## config.mk

```make
export PLATFORM = sky130hd
export DESIGN_NAME = dma_read_master
export DESIGN_NICKNAME = d
export VERILOG_FILES = /design/src/rtl/dma_read_master.sv
export SDC_FILE = /design/constraint.sdc
export NUM_CORES = 1
export LEC_CHECK = 0
export CORE_ASPECT_RATIO = 0.6
export CORE_UTILIZATION = 25
export DETAILED_ROUTE_END_ITERATION = 6
export GPL_TIMING_DRIVEN = 0
export PLACE_DENSITY_LB_ADDON = 0.3
export SLEW_MARGIN = 20
export SYNTH_ARGS = -nofsm -noshare
export SYNTH_HDL_FRONTEND = slang
export SYNTH_SLANG_ARGS = --single-unit
```

## constraint.sdc

```tcl
create_clock -name clk -period 5.11 [get_ports clk]
set_input_delay 1.022 -clock clk [delete_from_list [all_inputs] [get_ports clk]]
set_output_delay 1.022 -clock clk [all_outputs]
set_load 0.02 [all_outputs]
```

## src/rtl/dma_read_master.sv

```systemverilog
// ----------------------------------------------------------------------------
// dma_read_master
//
// Purpose: turns one [start, end) byte-range command into a sequence of
// incrementing 32-bit AXI read bursts (at most MAX_BURST beats, never
// crossing a 4 KB page) and forwards the returned words unchanged to a
// valid/ready word stream. Only one burst is in flight at a time.
//
// Ports:
//   clk, rst            clock (rising edge), asynchronous active-high reset
//   cmd_valid/ready     command handshake; ready only while idle
//   cmd_addr_start/end  byte range [start, end); start is word-aligned down
//   AR*                 AXI read-address channel (ARSIZE=4 bytes, INCR)
//   R*                  AXI read-data channel; RREADY follows out_ready
//   out_valid/ready     word stream, combinational pass-through of R
//   out_data            returned RDATA
//   done                one-cycle pulse when the command has completed
//   err                 sticky error (RRESP/RID/RLAST), cleared on accept
// ----------------------------------------------------------------------------

`ifndef AXI_ADDR_BITS
`define AXI_ADDR_BITS 32
`endif
`ifndef AXI_DATA_BITS
`define AXI_DATA_BITS 32
`endif

module dma_read_master #(
    parameter int unsigned MAX_BURST = 16,
    parameter logic [3:0]  ARID_VAL  = 4'h0
) (
    input  logic                      clk,
    input  logic                      rst,

    input  logic                      cmd_valid,
    output logic                      cmd_ready,
    input  logic [`AXI_ADDR_BITS-1:0] cmd_addr_start,
    input  logic [`AXI_ADDR_BITS-1:0] cmd_addr_end,

    output logic [3:0]                ARID,
    output logic [`AXI_ADDR_BITS-1:0] ARADDR,
    output logic [3:0]                ARLEN,
    output logic [2:0]                ARSIZE,
    output logic [1:0]                ARBURST,
    output logic                      ARVALID,
    input  logic                      ARREADY,

    input  logic [3:0]                RID,
    input  logic [`AXI_DATA_BITS-1:0] RDATA,
    input  logic [1:0]                RRESP,
    input  logic                      RLAST,
    input  logic                      RVALID,
    output logic                      RREADY,

    output logic                      out_valid,
    input  logic                      out_ready,
    output logic [`AXI_DATA_BITS-1:0] out_data,

    output logic                      done,
    output logic                      err
);

    localparam int unsigned AW = `AXI_ADDR_BITS;

    typedef enum logic [1:0] {
        StIdle,
        StAddr,
        StData,
        StDone
    } state_e;

    state_e        r_state;
    state_e        w_state_next;

    logic [AW-1:0] r_addr;       // address of the next word to request
    logic [31:0]   r_remaining;  // words still to be received
    logic [4:0]    r_beat_cnt;   // beats received in the current burst
    logic [4:0]    r_beats;      // length of the current burst in beats
    logic          r_err;

    logic [AW-1:0] w_span;
    logic [31:0]   w_cmd_words;
    logic [10:0]   w_room_words;
    logic [4:0]    w_beats;
    logic          w_accept;
    logic          w_ar_hs;
    logic          w_r_hs;
    logic          w_last_beat;
    logic [31:0]   w_rem_dec;
    logic          w_beat_err;

    // ------------------------------------------------------------------
    // Command decode: a non-positive span (or one shorter than a word)
    // yields zero words and the command completes without any AR.
    // ------------------------------------------------------------------
    always_comb begin
        w_span      = cmd_addr_end - cmd_addr_start;
        w_cmd_words = '0;
        if (cmd_addr_end > cmd_addr_start) begin
            w_cmd_words = 32'(w_span >> 2);
        end
    end

    // Words left before the next 4 KB page. An address in the last word of
    // the 32-bit space also sees a page end here, so wrap is covered.
    assign w_room_words = 11'((13'd4096 - {1'b0, r_addr[11:0]}) >> 2);

    // Burst length = min(MAX_BURST, remaining, room in page).
    always_comb begin
        w_beats = 5'(MAX_BURST);
        if (r_remaining < 32'(w_beats)) begin
            w_beats = r_remaining[4:0];
        end
        if ({21'b0, w_room_words} < 32'(w_beats)) begin
            w_beats = w_room_words[4:0];
        end
    end

    assign w_accept    = (r_state == StIdle) && cmd_valid;
    assign w_ar_hs     = (r_state == StAddr) && ARREADY;
    assign w_r_hs      = (r_state == StData) && RVALID && out_ready;
    assign w_last_beat = (r_beat_cnt == (r_beats - 5'd1));
    assign w_rem_dec   = r_remaining - 32'd1;

    // The beat counter, not RLAST, ends a burst; RLAST disagreement is only
    // reported through err.
    assign w_beat_err  = (RLAST != w_last_beat) || (RRESP != 2'b00) || (RID != ARID_VAL);

    // ------------------------------------------------------------------
    // Next state and handshake outputs
    // ------------------------------------------------------------------
    always_comb begin
        w_state_next = r_state;
        cmd_ready    = 1'b0;
        ARVALID      = 1'b0;
        RREADY       = 1'b0;
        out_valid    = 1'b0;
        done         = 1'b0;

        unique case (r_state)
            StIdle: begin
                cmd_ready = 1'b1;
                if (cmd_valid) begin
                    w_state_next = (w_cmd_words == 32'd0) ? StDone : StAddr;
                end
            end
            StAddr: begin
                ARVALID = 1'b1;
                if (ARREADY) begin
                    w_state_next = StData;
                end
            end
            StData: begin
                // Zero-latency pass-through; out_valid never looks at out_ready.
                RREADY    = out_ready;
                out_valid = RVALID;
                if (w_r_hs && w_last_beat) begin
                    w_state_next = (w_rem_dec != 32'd0) ? StAddr : StDone;
                end
            end
            StDone: begin
                done         = 1'b1;
                w_state_next = StIdle;
            end
            default: begin
                w_state_next = StIdle;
            end
        endcase
    end

    // Address-channel fields are registered or derived from registers that
    // do not move while ARVALID is high, so they hold until ARREADY.
    assign ARID     = ARID_VAL;
    assign ARADDR   = r_addr;
    assign ARLEN    = 4'(w_beats - 5'd1);
    assign ARSIZE   = 3'b010;
    assign ARBURST  = 2'b01;
    assign out_data = RDATA;
    assign err      = r_err;

    // ------------------------------------------------------------------
    // State register
    // ------------------------------------------------------------------
    always_ff @(posedge clk or posedge rst) begin
        if (rst) begin
            r_state <= StIdle;
        end else begin
            r_state <= w_state_next;
        end
    end

    // ------------------------------------------------------------------
    // Address, counters and error flag
    // ------------------------------------------------------------------
    always_ff @(posedge clk or posedge rst) begin
        if (rst) begin
            r_addr      <= '0;
            r_remaining <= '0;
            r_beat_cnt  <= '0;
            r_beats     <= '0;
            r_err       <= 1'b0;
        end else begin
            if (w_accept) begin
                r_addr      <= {cmd_addr_start[AW-1:2], 2'b00};
                r_remaining <= w_cmd_words;
                r_err       <= 1'b0;
            end
            if (w_ar_hs) begin
                r_beat_cnt <= '0;
                r_beats    <= w_beats;
            end
            if (w_r_hs) begin
                r_beat_cnt  <= r_beat_cnt + 5'd1;
                r_remaining <= w_rem_dec;
                r_addr      <= r_addr + AW'(4);
                if (w_beat_err) begin
                    r_err <= 1'b1;
                end
            end
        end
    end

`ifndef SYNTHESIS
    // Request fields must not change while the slave is stalling.
    a_ar_stable: assert property (@(posedge clk) disable iff (rst)
        (ARVALID && !ARREADY) |=> (ARVALID && $stable(ARADDR) && $stable(ARLEN)));

    // A burst is never requested with nothing left to fetch.
    a_ar_nonempty: assert property (@(posedge clk) disable iff (rst)
        (r_state == StAddr) |-> (r_remaining != 32'd0));

    // No burst is allowed to run past a 4 KB page.
    a_ar_in_page: assert property (@(posedge clk) disable iff (rst)
        ARVALID |-> ({21'b0, w_room_words} >= 32'(w_beats)));
`endif

endmodule

```

==> Word-level counts from Yosys, hierarchy flattened <==
Cells that the tools add are included.
{ "word_totals": {"register_bits": 77, "input_bits": 109, "out_inout_bits": 83, "word_cells": 62} }
{ "classes": {"n_addsub": 7, "n_lt_le_gt_ge": 3, "eq_ne": 8, "mux": 23, "n_reduce_logical": 15} }
{ "op_table": {"columns": ["cell", "n"], "rows": [
  ["32-bit two-way mux", 4],
  ["32-bit by 3-bit adder with 32-bit output, second input constant", 1],
  ["32-bit greater-than comparator", 1],
  ["32-bit zero test", 1],
  ["32-bit by 5-bit < comparator with 1-bit output, second input constant", 1],
  ["32-bit nonzero test", 1],
  ["32-bit by 1-bit subtractor with 32-bit output, second input constant", 1],
  ["32-bit subtractor", 1],
  ["30-bit two-way mux", 1],
  ["5-bit two-way mux", 4],
  ["13-bit by 12-bit subtractor with 13-bit output, first input constant", 1],
  ["11-bit by 5-bit < comparator with 1-bit output", 1],
  ["2-bit two-way mux", 5],
  ["1-bit two-way mux", 8],
  ["2-bit one-hot mux with 4 select lines", 1],
  ["2-bit nonzero test", 3],
  ["5-bit by 1-bit adder with 5-bit output, second input constant", 1],
  ["5-bit equality test", 1],
  ["1-bit logical AND", 5],
  ["5-bit by 1-bit subtractor with 5-bit output, second input constant", 1],
  ["2-bit equality test, second input constant", 2],
  ["2-bit inequality test, second input constant", 2],
  ["4-bit nonzero test", 1],
  ["4-bit by 1-bit subtractor with 4-bit output, second input constant", 1],
  ["6 further kinds", 7]
]} }

==> Logic depth before layout (Yosys ltp) <==
{ "logic_depth": {"ltp_word": 7, "ltp_mapped": 15, "mapped_depth_nobuf": 13} }

==> Worst setup path after synthesis <==
No wires, ideal clock.
{ "synth_timing": {"kind": "register -> output", "from": "register r_remaining[9]", "to": "output port ARLEN[2]", "arrival_ps": 3848, "t_required_ps": 4088, "slack_ps": 240, "stages_incl_launch_ff": 15, "path_buffers": 1, "cell_sequence": "dfrtp_1 -> or4_4 -> nor4b_4 -> nor3b_2 -> and4_1 -> buf_4 -> nand2_1 -> ha_1 -> a21o_1 -> a21o_1 -> a21oi_1 -> o211ai_4 -> mux2_4 -> ha_1 -> xnor2_1"} }
{ "synth_via": {"elab_chain_len": 5} }
{ "synth_lines": {"columns": ["item", "line", "source"], "rows": [
  ["from (decl)", "76", "logic [31:0] r_remaining;"],
  ["from (signal assigned)", "205", "r_remaining <= w_cmd_words;"],
  ["from (signal assigned)", "214", "r_remaining <= w_rem_dec;"],
  ["32-bit by 5-bit < comparator with 1-bit output *", "111", "if (r_remaining < 32'(w_beats)) begin"],
  ["5-bit two-way mux *", "111", null],
  ["11-bit by 5-bit < comparator with 1-bit output", "114", "if ({21'b0, w_room_words} < 32'(w_beats)) begin"],
  ["5-bit two-way mux *", "114", null],
  ["4-bit by 1-bit subtractor with 4-bit output *", "175", "assign ARLEN = 4'(w_beats - 5'd1);"],
  ["to (decl)", "42", "output logic [3:0] ARLEN,"]
]} }
Every way passes the cells marked *; elsewhere a longest branch is shown, timed or not.

==> Worst setup path after layout <==
Ends and elaborated chain as after synthesis.

==> metrics.md <==
| Metric | Value |
|---|---|
| Mapped Cells | 975 |
| Die X | 223 um |
| FMAX | 0.199 GHz |
| Overall Power | 4290 uW |
| Initial Util | 25.5% |
| DIE AREA | 30,000 sq um |
| HP Class | reg -> reg |
| Synth area leaders | dfrtp_1 26%, ha_1 7.5%, a21oi_1 6.1%, nand2_1 5.2%, buf_4 4.5% |
| Layout cell share with drive strength beyond 1 | 9.82% |
| Fillers | 3,012 |
| Crit path max fanout | 4 |
| Final min period | 5.02 ns |
| CP Launch Type | flip-flop |
| Nets | 1,309 |
| Ys flop type | dfrtp_1 |
| Vias per inst | 5.40 |
| # clock sinks | 75 |
| Remaining DRCs | 1 |
| Clock edge transition at the registers on the reported setup and hold paths | 0.07 ns |
| Die Ht | 135 um |
| Vias in the first global route | 7,573 |
| Core area | 28,800 sq um |
| Synthesis-to-finish area growth | 34.5% |
| Slew HR | 30.5% |
| DP Cell Count | 1,508 |
| Final hold vios | 0 |
| Finished Layout Cells | 1,537 |
| Tcrit/Tclk final | 98.3% |
| Row count | 48 |
| Delay-heaviest family, CP | simple AND/OR/NAND/NOR gates |
| Slew @ Worst Pin | 1.03 ns |
| Io pins | 192 |
| CTS tree | done |
| Post-Syn Area | 7330 sq um |
| Max-cap violations | 0 |
| WL/cell | 19.6 um |
| PortBufs | 148 |
| Synth Warn # | 0 |
| Max-slew violation count | 0 |
| DRT Wirelength | 30,100 um |
| CTS buffer count | 9 |
| DR iter-0 viols | 1,035 |
| Insertion delay to the later sink of the worst-skew pair | 0.37 ns |
| Post-route ant nets | 0 |
| Routed vias | 8,298 |
| CP peak stage delay | 0.56 ns |
| # hold bufs at CTS | 0 |
| GP Congestion | 0.919 |
| Critical Path RT | 4.09 ns |
| CP max stage cell | or4_4 |
| Synth Area per Inst | 7.52 sq um |
| Total Routing Usage GR | 19.7% |
| Lkg Pwr | 0.00409 uW |
| Sequential cell area | 1880 sq um |
| First-pass GRT wire length | 45,100 um |
| Worst endpoint data arrival time | 4.00 ns |
| PD cells | 435 nW/um^2 |
| Largest net degree at the start of global routing | 41 |
| Multi-input logic area | 4880 sq um |
| Crit path cell chain | or4_4, nor4b_4, nor3b_4, and4_4, nand2_4, ha_4, a21o_1, a21o_1, a21oi_2, o211ai_4, mux2_4, ha_4, xnor2_2, buf_4 |
| Antenna violations before repair | 0 |
| Hpwl dp | 23,400 um |
| Share of synthesized flip-flops with an asynchronous set or reset | 100% |
| Failing checks | DRC |
| Setup Skew | 0.00658 ns |
| Seq/Total Area, Yosys | 25.6% |
| Outcome | complete, but fails checks |
| Final Setup Violations | 0 |
| Synth cell types | 75 |
| Drt first pass iters | 7 |
| Worst VDD drop | 0.237 mV |
| Yosys reg bits | 75 |
| Crit path kind | reg -> out |
| Clk buf depth | 2 |
| Grt ovf | 0 |
| H-tree Lvls | 3 |
| Top-area cell type share of the netlist area | 25.6% |
| Synth area leader | dfrtp_1 |
| Number of synthesized flops with an enable pin | 0 |
| Clk root buf | clkbuf_16 |
| WP buf/inv | 1 |
| Critical Path End Type | output pin |
power breakdown:
| group | switching (uW) | internal (uW) |
|---|---|---|
| sequential | 403 | 852 |
| clock | 309 | 445 |
| combinational | 1340 | 944 |
| total | 2050 | 2240 |
final timing paths:
path                                             from                      to  slack, ns  cells past startpoint
min in group asynchronous                         rst  ARADDR[31]$_DFFE_PP0P_       1.09                      2
min reg2reg                             err$_DFF_PP0_           err$_DFF_PP0_       0.48                      2
max reg2reg                     ARADDR[6]$_DFFE_PP0P_  ARADDR[29]$_DFFE_PP0P_       1.43                     12
max in group asynchronous                         rst  ARADDR[10]$_DFFE_PP0P_       3.38                      3
max                        r_remaining[9]$_DFFE_PP0P_                ARLEN[2]       0.09                     14
min                                     err$_DFF_PP0_           err$_DFF_PP0_       0.48                      2
cell usage after synthesis (3+ instances only):
cell	number
nand3_1	30
inv_1	53
mux2_2	3
o31ai_1	3
or4_1	3
o21ai_0	64
or3_1	11
o311ai_1	4
nand4b_1	4
a211oi_1	6
nor2_1	72
dfrtp_1	75
a311oi_1	10
xor2_1	26
mux2_4	3
o22ai_1	15
nor3b_1	4
buf_4	44
and3_1	19
clkbuf_1	40
or2_2	3
o21ai_1	14
and2_1	8
a2111oi_0	3
buf_2	3
o221ai_1	6
o311ai_0	5
o21a_1	9
a21o_1	11
nand4_1	21
nand2_1	102
a22oi_1	4
xnor2_1	24
a21oi_1	89
o211ai_1	9
ha_1	44
nor2b_1	6
nand2b_1	9
buf_1	4
nor3_1	39
nor4_1	5
a31oi_1	16
o211a_1	10
stage by stage:
stage | setup TNS, ns | cell area, sq um | utilization, % | hold slack, ns | setup slack [ns]
2_1_floorplan | 0 | 7370 | - | 0.455 | 0.240
3_3_place_gp | -1.51 | 9320 | 32.4 | 0.466 | -0.495
3_5_place_dp | -1.71 | 9340 | 32.5 | 0.475 | -0.570
4_1_cts | 0 | 9760 | 33.9 | 0.490 | 0.00337
5_1_grt | -0.0174 | 9860 | 34.3 | 0.541 | -0.0174
6_report | 0 | 9860 | 34.3 | 0.479 | 0.0881
worst reg2reg max path, cell delays in order (launching register included):
cell	delay [ns]
dfrtp_1	0.52
nand4_1	0.25
nor3_1	0.63
and3_1	0.26
clkbuf_1	0.31
and3_1	0.29
and3_1	0.23
and3_1	0.21
and3_1	0.16
clkbuf_1	0.23
a31oi_1	0.13
o21ai_1	0.17
o311ai_1	0.13
layer usage:
metal	GRT usage, %	part of all wire, %	vias up
met5	0	0	-
met4	4.02	1.2	0
met3	5.00	9.8	28
met2	26.3	39	424
met1	30.9	50	3977
li1	-	-	3869
timing repair:
action | CTS | global route
pin swaps | 4 | 7
setup buffers | 10 | 4
endpoints found under the setup margin | 4 | 8
gates resized for setup | 20 | 17
registers in the layout (all words and copies together), names as in the netlist:
name         count
ARADDR          30
r_beat_cnt       5
err              1
r_remaining     32
r_state          2
r_beats          5
layout by cell type (no fill, tap or decap), types with 23 or more instances in the layout:
| cell type | synthesis | final |
|---|---|---|
| nand2_1 | 102 | 101 |
| ha_1 | 44 | 41 |
| a21oi_1 | 89 | 88 |
| buf_4 | 44 | 58 |
| clkbuf_1 | 40 | 40 |
| clkdlybuf4s50_1 | 0 | 144 |
| nand3_1 | 30 | 30 |
| inv_1 | 53 | 52 |
| nor2_1 | 72 | 72 |
| o21ai_0 | 64 | 64 |
| dfrtp_1 | 75 | 72 |
| xnor2_1 | 24 | 23 |
| nor3_1 | 39 | 38 |
| xor2_1 | 26 | 26 |
final cells by class:
cell class | instances | share of cell area, %
Buffer | 89 | 5.06
Tap cell | 375 | 4.76
Sequential cell | 75 | 19.1
Clock inverter | 5 | 0.863
Antenna cell | 1 | 0.0254
Multi-Input combinational cell | 764 | 49.5
Clock buffer | 11 | 2.46
Inverter | 54 | 2.08
Timing Repair Buffer | 163 | 16.2
logic make-up (layout without fill, tap and decap cells):
logic type      after synthesis  in the layout  synth area share, %
flops                        75             75                 25.6
mux                           7              7                 1.21
buf+inv                     145            322                 9.73
simple gates                353            353                 24.1
compound gates              299            299                 25.8
fa+ha+maj                    44             44                 7.51
other cells                   2             12                0.102
xor+xnor                     50             50                 5.97
(Power assumes the default switching activity.)
